--- src/rtl/vga_timing_pkg.sv ---
// Raster timing constants (640x480@60 defaults) and helpers that turn
// porch/sync widths into totals and sync-window bounds. Shared with the
// renderer so both agree on the visible grid.
package vga_timing_pkg;

  // Beam positions are carried as 10-bit values, so totals cannot exceed 1024.
  localparam int POS_W     = 10;
  localparam int POS_LIMIT = 1 << POS_W;

  typedef logic [POS_W-1:0] pos_t;

  // 640x480@60 on a 25.175 MHz pixel clock.
  localparam int H_DISPLAY_DEF = 640;
  localparam int H_FRONT_DEF   = 16;
  localparam int H_SYNC_DEF    = 96;
  localparam int H_BACK_DEF    = 48;
  localparam int V_DISPLAY_DEF = 480;
  localparam int V_BOTTOM_DEF  = 10;
  localparam int V_SYNC_DEF    = 2;
  localparam int V_TOP_DEF     = 33;
  localparam int FRAME_DIV_DEF = 2;

  // Total positions along one axis (visible + porches + sync).
  function automatic int axis_total(input int disp, input int porch_a,
                                    input int sync, input int porch_b);
    return disp + porch_a + sync + porch_b;
  endfunction

  // First position of the sync pulse (right after the front porch).
  function automatic int sync_first(input int disp, input int front);
    return disp + front;
  endfunction

  // Last position of the sync pulse, inclusive.
  function automatic int sync_last(input int disp, input int front, input int sync);
    return disp + front + sync - 1;
  endfunction

  localparam int H_TOTAL_DEF = axis_total(H_DISPLAY_DEF, H_FRONT_DEF, H_SYNC_DEF, H_BACK_DEF);
  localparam int V_TOTAL_DEF = axis_total(V_DISPLAY_DEF, V_BOTTOM_DEF, V_SYNC_DEF, V_TOP_DEF);

endpackage

--- src/rtl/wrap_counter.sv ---
// Enabled modulo counter 0..MAX with a reset preset. Exposes the next-state
// value so the caller can register decodes in step with the count, and a
// wrap pulse that is high when an enabled edge takes the count from MAX to 0.
module wrap_counter #(
  parameter int MAX = 1,
  parameter int W   = 1
) (
  input  logic         clk,
  input  logic         rst_n,
  input  logic         en,
  input  logic [W-1:0] load,
  output logic [W-1:0] count,
  output logic [W-1:0] count_next,
  output logic         wrap
);

  localparam logic [W-1:0] MAX_V = W'(MAX);

  logic [W-1:0] count_q;
  logic [W-1:0] count_d;
  logic         at_max;

  assign at_max = (count_q == MAX_V);

  // Next count: hold when disabled, otherwise step and fold MAX back to zero.
  always_comb begin
    count_d = count_q;
    if (en) begin
      count_d = at_max ? '0 : count_q + W'(1);
    end
  end

  // Count register; reset loads the caller's preset value.
  always_ff @(posedge clk) begin
    if (!rst_n) begin
      count_q <= load;
    end else begin
      count_q <= count_d;
    end
  end

  assign count      = count_q;
  assign count_next = count_d;
  assign wrap       = en & at_max;

endmodule

--- src/rtl/vga_timing_gen.sv ---
// VGA raster timing generator: beam position, syncs, visible flag and
// single-cycle line/frame/motion strobes, all registered on clk. The reset
// state is the decode of the last raster position, so the first enabled edge
// after reset simply wraps into (0,0) like any other frame.
module vga_timing_gen
  import vga_timing_pkg::*;
#(
  parameter int H_DISPLAY = H_DISPLAY_DEF,
  parameter int H_FRONT   = H_FRONT_DEF,
  parameter int H_SYNC    = H_SYNC_DEF,
  parameter int H_BACK    = H_BACK_DEF,
  parameter int V_DISPLAY = V_DISPLAY_DEF,
  parameter int V_BOTTOM  = V_BOTTOM_DEF,
  parameter int V_SYNC    = V_SYNC_DEF,
  parameter int V_TOP     = V_TOP_DEF,
  parameter bit SYNC_POL  = 1'b0,
  parameter int FRAME_DIV = FRAME_DIV_DEF
) (
  input  logic       clk,
  input  logic       rst_n,
  input  logic       pix_en,
  output logic       hsync,
  output logic       vsync,
  output logic       display_on,
  output logic [9:0] hpos,
  output logic [9:0] vpos,
  output logic       line_start,
  output logic       frame_start,
  output logic       move_tick,
  output logic [7:0] frame_count
);

  localparam int H_TOTAL = axis_total(H_DISPLAY, H_FRONT, H_SYNC, H_BACK);
  localparam int V_TOTAL = axis_total(V_DISPLAY, V_BOTTOM, V_SYNC, V_TOP);
  localparam int DIV_W   = (FRAME_DIV > 1) ? $clog2(FRAME_DIV) : 1;

  localparam pos_t H_LOAD   = pos_t'(H_TOTAL - 1);
  localparam pos_t V_LOAD   = pos_t'(V_TOTAL - 1);
  localparam pos_t H_DISP_V = pos_t'(H_DISPLAY);
  localparam pos_t V_DISP_V = pos_t'(V_DISPLAY);
  localparam pos_t HS_FIRST = pos_t'(sync_first(H_DISPLAY, H_FRONT));
  localparam pos_t HS_LAST  = pos_t'(sync_last(H_DISPLAY, H_FRONT, H_SYNC));
  localparam pos_t VS_FIRST = pos_t'(sync_first(V_DISPLAY, V_BOTTOM));
  localparam pos_t VS_LAST  = pos_t'(sync_last(V_DISPLAY, V_BOTTOM, V_SYNC));

  // Reject rasters that do not fit the 10-bit position outputs.
  if (H_TOTAL > POS_LIMIT) begin : g_h_total_too_big
    $error("vga_timing_gen: H_TOTAL exceeds 1024");
  end
  if (V_TOTAL > POS_LIMIT) begin : g_v_total_too_big
    $error("vga_timing_gen: V_TOTAL exceeds 1024");
  end
  if (FRAME_DIV < 1) begin : g_frame_div_too_small
    $error("vga_timing_gen: FRAME_DIV must be at least 1");
  end

  // Position counters and frame divider.
  pos_t             h_count;
  pos_t             h_next;
  logic             h_wrap;
  pos_t             v_count;
  pos_t             v_next;
  logic             v_wrap;
  logic [DIV_W-1:0] div_count;
  logic [DIV_W-1:0] div_next;
  logic             div_wrap;

  // Raster events, each already qualified by pix_en through h_wrap.
  logic frame_entry;
  logic vblank_entry;

  // Registered outputs and their next-state values.
  logic       hsync_q, hsync_d;
  logic       vsync_q, vsync_d;
  logic       display_on_q, display_on_d;
  logic       line_start_q, line_start_d;
  logic       frame_start_q, frame_start_d;
  logic       move_tick_q, move_tick_d;
  logic [7:0] frame_count_q, frame_count_d;

  wrap_counter #(
    .MAX (H_TOTAL - 1),
    .W   (POS_W)
  ) u_hcount (
    .clk        (clk),
    .rst_n      (rst_n),
    .en         (pix_en),
    .load       (H_LOAD),
    .count      (h_count),
    .count_next (h_next),
    .wrap       (h_wrap)
  );

  // The line counter only moves when the column counter wraps.
  wrap_counter #(
    .MAX (V_TOTAL - 1),
    .W   (POS_W)
  ) u_vcount (
    .clk        (clk),
    .rst_n      (rst_n),
    .en         (h_wrap),
    .load       (V_LOAD),
    .count      (v_count),
    .count_next (v_next),
    .wrap       (v_wrap)
  );

  assign frame_entry  = h_wrap & v_wrap;
  assign vblank_entry = h_wrap & (v_next == V_DISP_V);

  // Frame divider steps once per frame at the top of vertical blanking.
  wrap_counter #(
    .MAX (FRAME_DIV - 1),
    .W   (DIV_W)
  ) u_frame_div (
    .clk        (clk),
    .rst_n      (rst_n),
    .en         (vblank_entry),
    .load       ({DIV_W{1'b0}}),
    .count      (div_count),
    .count_next (div_next),
    .wrap       (div_wrap)
  );

  // Only the wrap pulse of the divider matters outside it.
  logic unused_div;
  assign unused_div = ^{div_count, div_next};

  // Decode syncs/visibility from the next position so they line up with hpos/vpos.
  always_comb begin
    hsync_d       = ((h_next >= HS_FIRST) && (h_next <= HS_LAST)) ? SYNC_POL : ~SYNC_POL;
    vsync_d       = ((v_next >= VS_FIRST) && (v_next <= VS_LAST)) ? SYNC_POL : ~SYNC_POL;
    display_on_d  = (h_next < H_DISP_V) && (v_next < V_DISP_V);
    line_start_d  = h_wrap;
    frame_start_d = frame_entry;
    move_tick_d   = div_wrap;
    frame_count_d = frame_entry ? frame_count_q + 8'd1 : frame_count_q;
  end

  // Output registers; reset values equal the decode of the last raster position.
  always_ff @(posedge clk) begin
    if (!rst_n) begin
      hsync_q       <= ~SYNC_POL;
      vsync_q       <= ~SYNC_POL;
      display_on_q  <= 1'b0;
      line_start_q  <= 1'b0;
      frame_start_q <= 1'b0;
      move_tick_q   <= 1'b0;
      frame_count_q <= 8'hFF;
    end else begin
      hsync_q       <= hsync_d;
      vsync_q       <= vsync_d;
      display_on_q  <= display_on_d;
      line_start_q  <= line_start_d;
      frame_start_q <= frame_start_d;
      move_tick_q   <= move_tick_d;
      frame_count_q <= frame_count_d;
    end
  end

  assign hsync       = hsync_q;
  assign vsync       = vsync_q;
  assign display_on  = display_on_q;
  assign hpos        = h_count;
  assign vpos        = v_count;
  assign line_start  = line_start_q;
  assign frame_start = frame_start_q;
  assign move_tick   = move_tick_q;
  assign frame_count = frame_count_q;

endmodule

--- config.mk ---
export PLATFORM = sky130hd
export DESIGN_NAME = vga_timing_gen
export DESIGN_NICKNAME = d
export VERILOG_FILES = /design/src/rtl/vga_timing_pkg.sv /design/src/rtl/wrap_counter.sv /design/src/rtl/vga_timing_gen.sv
export SDC_FILE = /design/constraint.sdc
export NUM_CORES = 1
export LEC_CHECK = 0
export CORE_ASPECT_RATIO = 2
export CORE_UTILIZATION = 51
export CTS_CLUSTER_DIAMETER = 150
export DETAILED_ROUTE_END_ITERATION = 10
export GPL_ROUTABILITY_DRIVEN = 0
export PLACE_DENSITY = 0.79
export SETUP_SLACK_MARGIN = 0.5
export SYNTH_ARGS = -nofsm -noshare
export SYNTH_HDL_FRONTEND = slang
export SYNTH_SLANG_ARGS = --single-unit
--- constraint.sdc ---
create_clock -name clk -period 3 [get_ports clk]
set_input_delay 0.6 -clock clk [delete_from_list [all_inputs] [get_ports clk]]
set_output_delay 0.6 -clock clk [all_outputs]
set_load 0.005 [all_outputs]
; Yosys cells after proc, flatten, opt, wreduce, memory -nomap -nowiden
; Index checks and enable logic that the tools add are counted.
; W data, S select, Z words.
[word_totals]
n_memories = 0
out_inout_bits = 34
input_bits = 3
register_bits = 35
latchBits = 0
ram_bits = 0
rom_bits = 0
[classes]
eq_ne = 3
add_sub_neg = 4
muxes = 7
magnitude_cmp = 6
n_bitwise = 5
reduce_logical = 3
div = 0
shifts = 0
mul = 0
[ops]
columns = operator, count
row1 = $mux W10, 4
row2 = $add A10 B1 Y10 const B, 2
row3 = $eq A10 B10 Y1 const B, 2
row4 = $eq A10 B9 Y1 const B, 1
row5 = $ge A10 B10 Y1 const B, 1
row6 = $ge A10 B9 Y1 const B, 1
row7 = $le A10 B10 Y1 const B, 1
row8 = $le A10 B9 Y1 const B, 1
row9 = $lt A10 B10 Y1 const B, 1
row10 = $lt A10 B9 Y1 const B, 1
row11 = $add A8 B1 Y8 const B, 1
row12 = $and A1 B1 Y1, 5
row13 = $logic_and A1 B1 Y1, 3
row14 = $mux W1, 3
row15 = $add A1 B1 Y1 const B, 1

; Depth between registers and ports, before layout
[logic_depth]
word_depth = 6
ltp_mapped = 10

; By module
; From an unflattened synthesis, not the netlist that was laid out.
[hier_totals]
hier_cells = 197
area_unflattened_um2 = 1823.0
[by_module_without_submodules]
columns = module, area_per_inst_um2, seq_area_each_um2, n_inst, cells_each
row1 = wrap_counter at u_vcount, 606.8, 200.2, 1, 70
row2 = wrap_counter at u_hcount, 594.3, 200.2, 1, 62
row3 = vga_timing_gen, 574.3, 280.3, 1, 62
row4 = wrap_counter at u_frame_div, 47.5, 20.0, 1, 3

; Worst setup path after synthesis
; Ideal clock, no wire load.
[synth_timing]
kind = input-to-reg
start = input port pix_en
end = register vsync_q (netlist: vsync)
path_buffers = 2
cell_stages = 8
path_slack_ns = 0.748
arrival_ns = 2.127
required_ns = 2.876
path_cell_list = clkbuf_2 nand2_1 or3_1 buf_2 nor2_4 mux2_2 nand2_1 a2111o_1
[synth_via]
elab_chain_len = 5
word_cells_on_any_way = 6
classes_between = 2 x order compare / 2 x mux / 1 x bitwise / 1 x reduce/logical
[synth_lines]
columns = element, line_no
row1 = from (decl), vga_timing_gen.sv:21  ; input logic pix_en,
row2 = $and A1 B1 Y1 *, wrap_counter.sv:44  ; assign wrap = en & at_max;
row3 = $mux W10 *, wrap_counter.sv:28  ; if (en) begin
row4 = $ge A10 B9 Y1 / $le A10 B9 Y1 (equally long branches), vga_timing_gen.sv:132  ; vsync_d = ((v_next >= VS_FIRST) && (v_next <= VS_LAST)) ? SYNC_POL : ~SYNC_POL;
row5 = $logic_and A1 B1 Y1 *, vga_timing_gen.sv:132
row6 = $mux W1 *, vga_timing_gen.sv:132
row7 = to (signal assigned), vga_timing_gen.sv:144  ; vsync_q <= ~SYNC_POL;
row8 = to (signal assigned), vga_timing_gen.sv:152  ; vsync_q <= vsync_d;
row9 = to (decl), vga_timing_gen.sv:74  ; logic vsync_q, vsync_d;
; Every way passes the cells marked *; elsewhere a longest branch is shown, timed or not.
; A chain may end at the register's enable or synchronous reset.

; Worst setup path in the final report
[layout_timing]
start = register u_hcount.count_q[0] (netlist: u_hcount.count[0])
end = register vsync_q (netlist: vsync)
[layout_via]
elab_chain_len = 6
word_cells_on_any_way = 7
classes_between = 2 x order compare / 1 x eq/ne / 2 x mux / 1 x bitwise / 1 x reduce/logical
[layout_lines]
columns = element, line_no
row1 = from (decl), wrap_counter.sv:19  ; logic [W-1:0] count_q;
row2 = from (signal assigned), wrap_counter.sv:36  ; count_q <= load;
row3 = from (signal assigned), wrap_counter.sv:38  ; count_q <= count_d;
row4 = $eq A10 B10 Y1 *, wrap_counter.sv:23  ; assign at_max = (count_q == MAX_V);
row5 = $and A1 B1 Y1 *, wrap_counter.sv:44
row6 = $mux W10 *, wrap_counter.sv:28
row7 = $ge A10 B9 Y1 / $le A10 B9 Y1 (equally long branches), vga_timing_gen.sv:132
row8 = $logic_and A1 B1 Y1 *, vga_timing_gen.sv:132
row9 = $mux W1 *, vga_timing_gen.sv:132
; Marks and branches as above.

==> results.md <==
* CTS tree: done
* Area leader, netlist: dfxtp_1
* Die W at ~44 um
* PostCTS Resize Cnt at 0
* Antenna violations before repair at 0
* I/O pin total at 37
* Clock tree root buffer cell: clkbuf_8
* Setup-failing EPs final at 0
* Cts bufs inserted at 5
* Core Footprint at ~3400 um2
* XOR/XNOR Fraction of Synth Area at under 10%
* Hold crit path type: register to register
* H-tree levels at 2
* Total GRT Usage at approximately a quarter
* Worst slew margin at between 60 and 70%
* Global route hottest layer: met2
* Startpoint Class: register
* FP Rows at 30
* Synth-to-Final Area Change at 29.1%
* Max-Cap Viols at 0
* PortBufs at 36
* Share of the synthesized area in the top cell type at about two fifths
* Final Core Density at between 60 and 70%
* Via density at approximately 5.7
* CP arrival at between 2 and 3 ns
* DR WL/cell at ~15 um
* Fraction of layout cells with a size suffix above 1 at 8.63%
* Routing usage on met3 at under 10%
* Critical path capture point type: register
* Largest net degree at the start of global routing at 21
* Leakage at between 0.8 and 0.9 nW
* Final hold violation count at 0
* Critical path buffers and inverters at 0
* Register bit total from synthesis at 35
* Initial DRC count at between 50 and 60
* Max FO, Critical Path at 5
* Filler cells at approximately 270
* Commonest non-fill, non-tap cell in the layout: clkdlybuf4s50_1
* Multiplexer share of the synthesized area at under 10%
* HPWL Detailed at ~3.2 mm
* Number of global-route vias before repair at roughly 1700
* CP max stage cell: or3_1
* Post-synth EDFFs at 0
* Number of nets in the layout at between 200 and 300
* Max Clk Rate at roughly 420 MHz
* Post-Synth Adder-Cell Area at ~2.7%
* Slew @ Worst Pin at roughly 0.46 ns
* Critical path required time at 3.18 ns
* Setup Crit Path Kind: register to register
* Avg Inst Size Synth at between 8 and 9 um2
* RSZ-0062 raised after global routing: no
* Clock sink count at 35
* Hold buffer count at CTS at 0
* Main synth FF type: dfxtp_1
* Antenna Cells at 0
* Synth warn at 0
* DIE HEIGHT at 86.6 um
* Crit path cell chain: ha_1 > nand4b_1 > nor2_4 > nand4_1 > xor2_1 > or3_1 > a2111o_1
* Worst VDD drop at 508 uV
* Die area at 3830 um2
* First-pass DRT Iterations at 5
* Largest family of logic cells by synthesized area: simple AND/OR/NAND/NOR gates
* Final Max Slew Viols at 0
* Met1 usage at approximately a quarter
* DR vias at 1716
* Post-Synth Simple-Gate Area at between 30% and 40%
* Gr ovfl total at 0
* Async set-or-reset flop fraction in the synthesized netlist at 0%
* Power per Cell Area at about 630 nW/um2
* Syn Inst Count at 218
* GR Layer Usage met2 at between 40% and 50%
* First-pass GRT wire length at 7.32 mm
* Synthesized Nets at roughly 230
* Largest stage delay on the critical path at approximately 0.42 ns
* Post-route DRC at 0
* Clk_lat worst skew at ~0.29 ns
* Setup_tns at 0 ns
* Max Buffers Root-to-Sink at 2
* Status: finished, final reports clean
* Synth Area in Compound Gates at approximately an eighth
* Clk slew on worst S/H paths at 0.07 ns
* Synthesized cell area at ~1800 um2
* Initial Utilization at 53.4%
* Commonest non-fill, non-tap cells in the layout: 36 x clkdlybuf4s50_1, 35 x dfxtp_1, 34 x nand2_1
* Post-Route WL at between 4 and 5 mm
* Area contributors post-synth: dfxtp_1 38%, nand2_1 7.0%, xor2_1 6.2%
* Fin crit period at between 2 and 2.5 ns
* Family with the most delay on the worst path: simple AND/OR/NAND/NOR gates
* Worst Clk Skew at 0.00534 ns
* Post-CTS setup buffers at 0
* ANT nets after route at 0
* Fin crit share at 79.7%
* Register area share after synthesis at 38.4%
* Synth unique cells at 46
layer usage:
layer,share of wire (%),wire length [um]
met5,0,0
met4,3.2,145
met1,40,1810
met2,54,2440
met3,2.9,132
path summary, 6_finish.rpt:
check,slack (ns),startpoint,cells after the start,end
setup / recovery,0.61,u_hcount.count[0]$_SDFF_PN1_,7,vsync$_SDFF_PN1_
hold / removal,0.48,u_frame_div.count$_SDFFE_PN0P_,2,move_tick$_SDFF_PN0_
setup reg to reg,0.61,u_hcount.count[0]$_SDFF_PN1_,7,vsync$_SDFF_PN1_
hold reg to reg,0.48,u_frame_div.count$_SDFFE_PN0P_,2,move_tick$_SDFF_PN0_
sequential cells by signal, summed over array words and instances, names as in the netlist:
register and cells:
vsync 1, u_frame_div.count 1, u_hcount.count 10, line_start 1, frame_start 1, move_tick 1
hsync 1, frame_count 8, display_on 1, u_vcount.count 10
stage by stage:
step	setup slack (ns)	total power (W)	std cells	area [um2]	hold slack (ns)
floorplan	0.748	0.000866	218	1820	0.443
global placement	0.298	0.00104	295	2230	0.452
detailed placement	0.227	0.00105	295	2230	0.470
CTS	0.525	0.00147	303	2340	0.482
global route	0.484	0.00155	303	2350	0.511
finish	0.608	0.00148	303	2350	0.482
worst register-to-register path: stages, from the launching register on:
cell	delay (ns)
dfxtp_1	0.40
ha_1	0.24
nand4b_1	0.29
nor2_4	0.21
nand4_1	0.13
xor2_1	0.20
or3_1	0.42
a2111o_1	0.39
cell type report:
| class | instances | area (um2) | area share [%] |
|---|---|---|---|
| Sequential cell | 35 | 701 | 29.8 |
| Tap cell | 48 | 60.1 | 2.55 |
| Clock buffer | 5 | 68.8 | 2.92 |
| Timing Repair Buffer | 43 | 413 | 17.5 |
| Clock inverter | 3 | 43.8 | 1.86 |
| Multi-Input combinational cell | 163 | 1040 | 44.4 |
| Inverter | 6 | 22.5 | 0.957 |
Yosys cell counts (3+ instances only):
cell	n
clkbuf_1	6
and2_1	3
or3_1	4
nor2_1	15
nand3_1	7
a211oi_1	3
xor2_1	13
nor3_1	5
and3_1	6
nor4_1	5
ha_1	4
inv_1	6
nand2_1	34
a21oi_1	9
nand4_1	9
buf_2	5
xnor2_1	5
o21ai_0	8
dfxtp_1	35
nand3b_1	3
kinds of logic after synthesis:
group,count (synthesis)
mux,3
buf+inv,20
fa+ha+maj,4
compound gates,34
simple gates,104
xor+xnor,18
flops,35
power by group:
part	total [W]	internal (W)	switching, W	leakage [nW]
Clock	0.000426	0.000247	0.000178	0.0581
Sequential	0.000583	0.000517	0.0000662	0.285
Combinational	0.000468	0.000232	0.000236	0.513
Total	0.00148	0.000997	0.000480	0.857
Power figures use the tool's default switching activity.
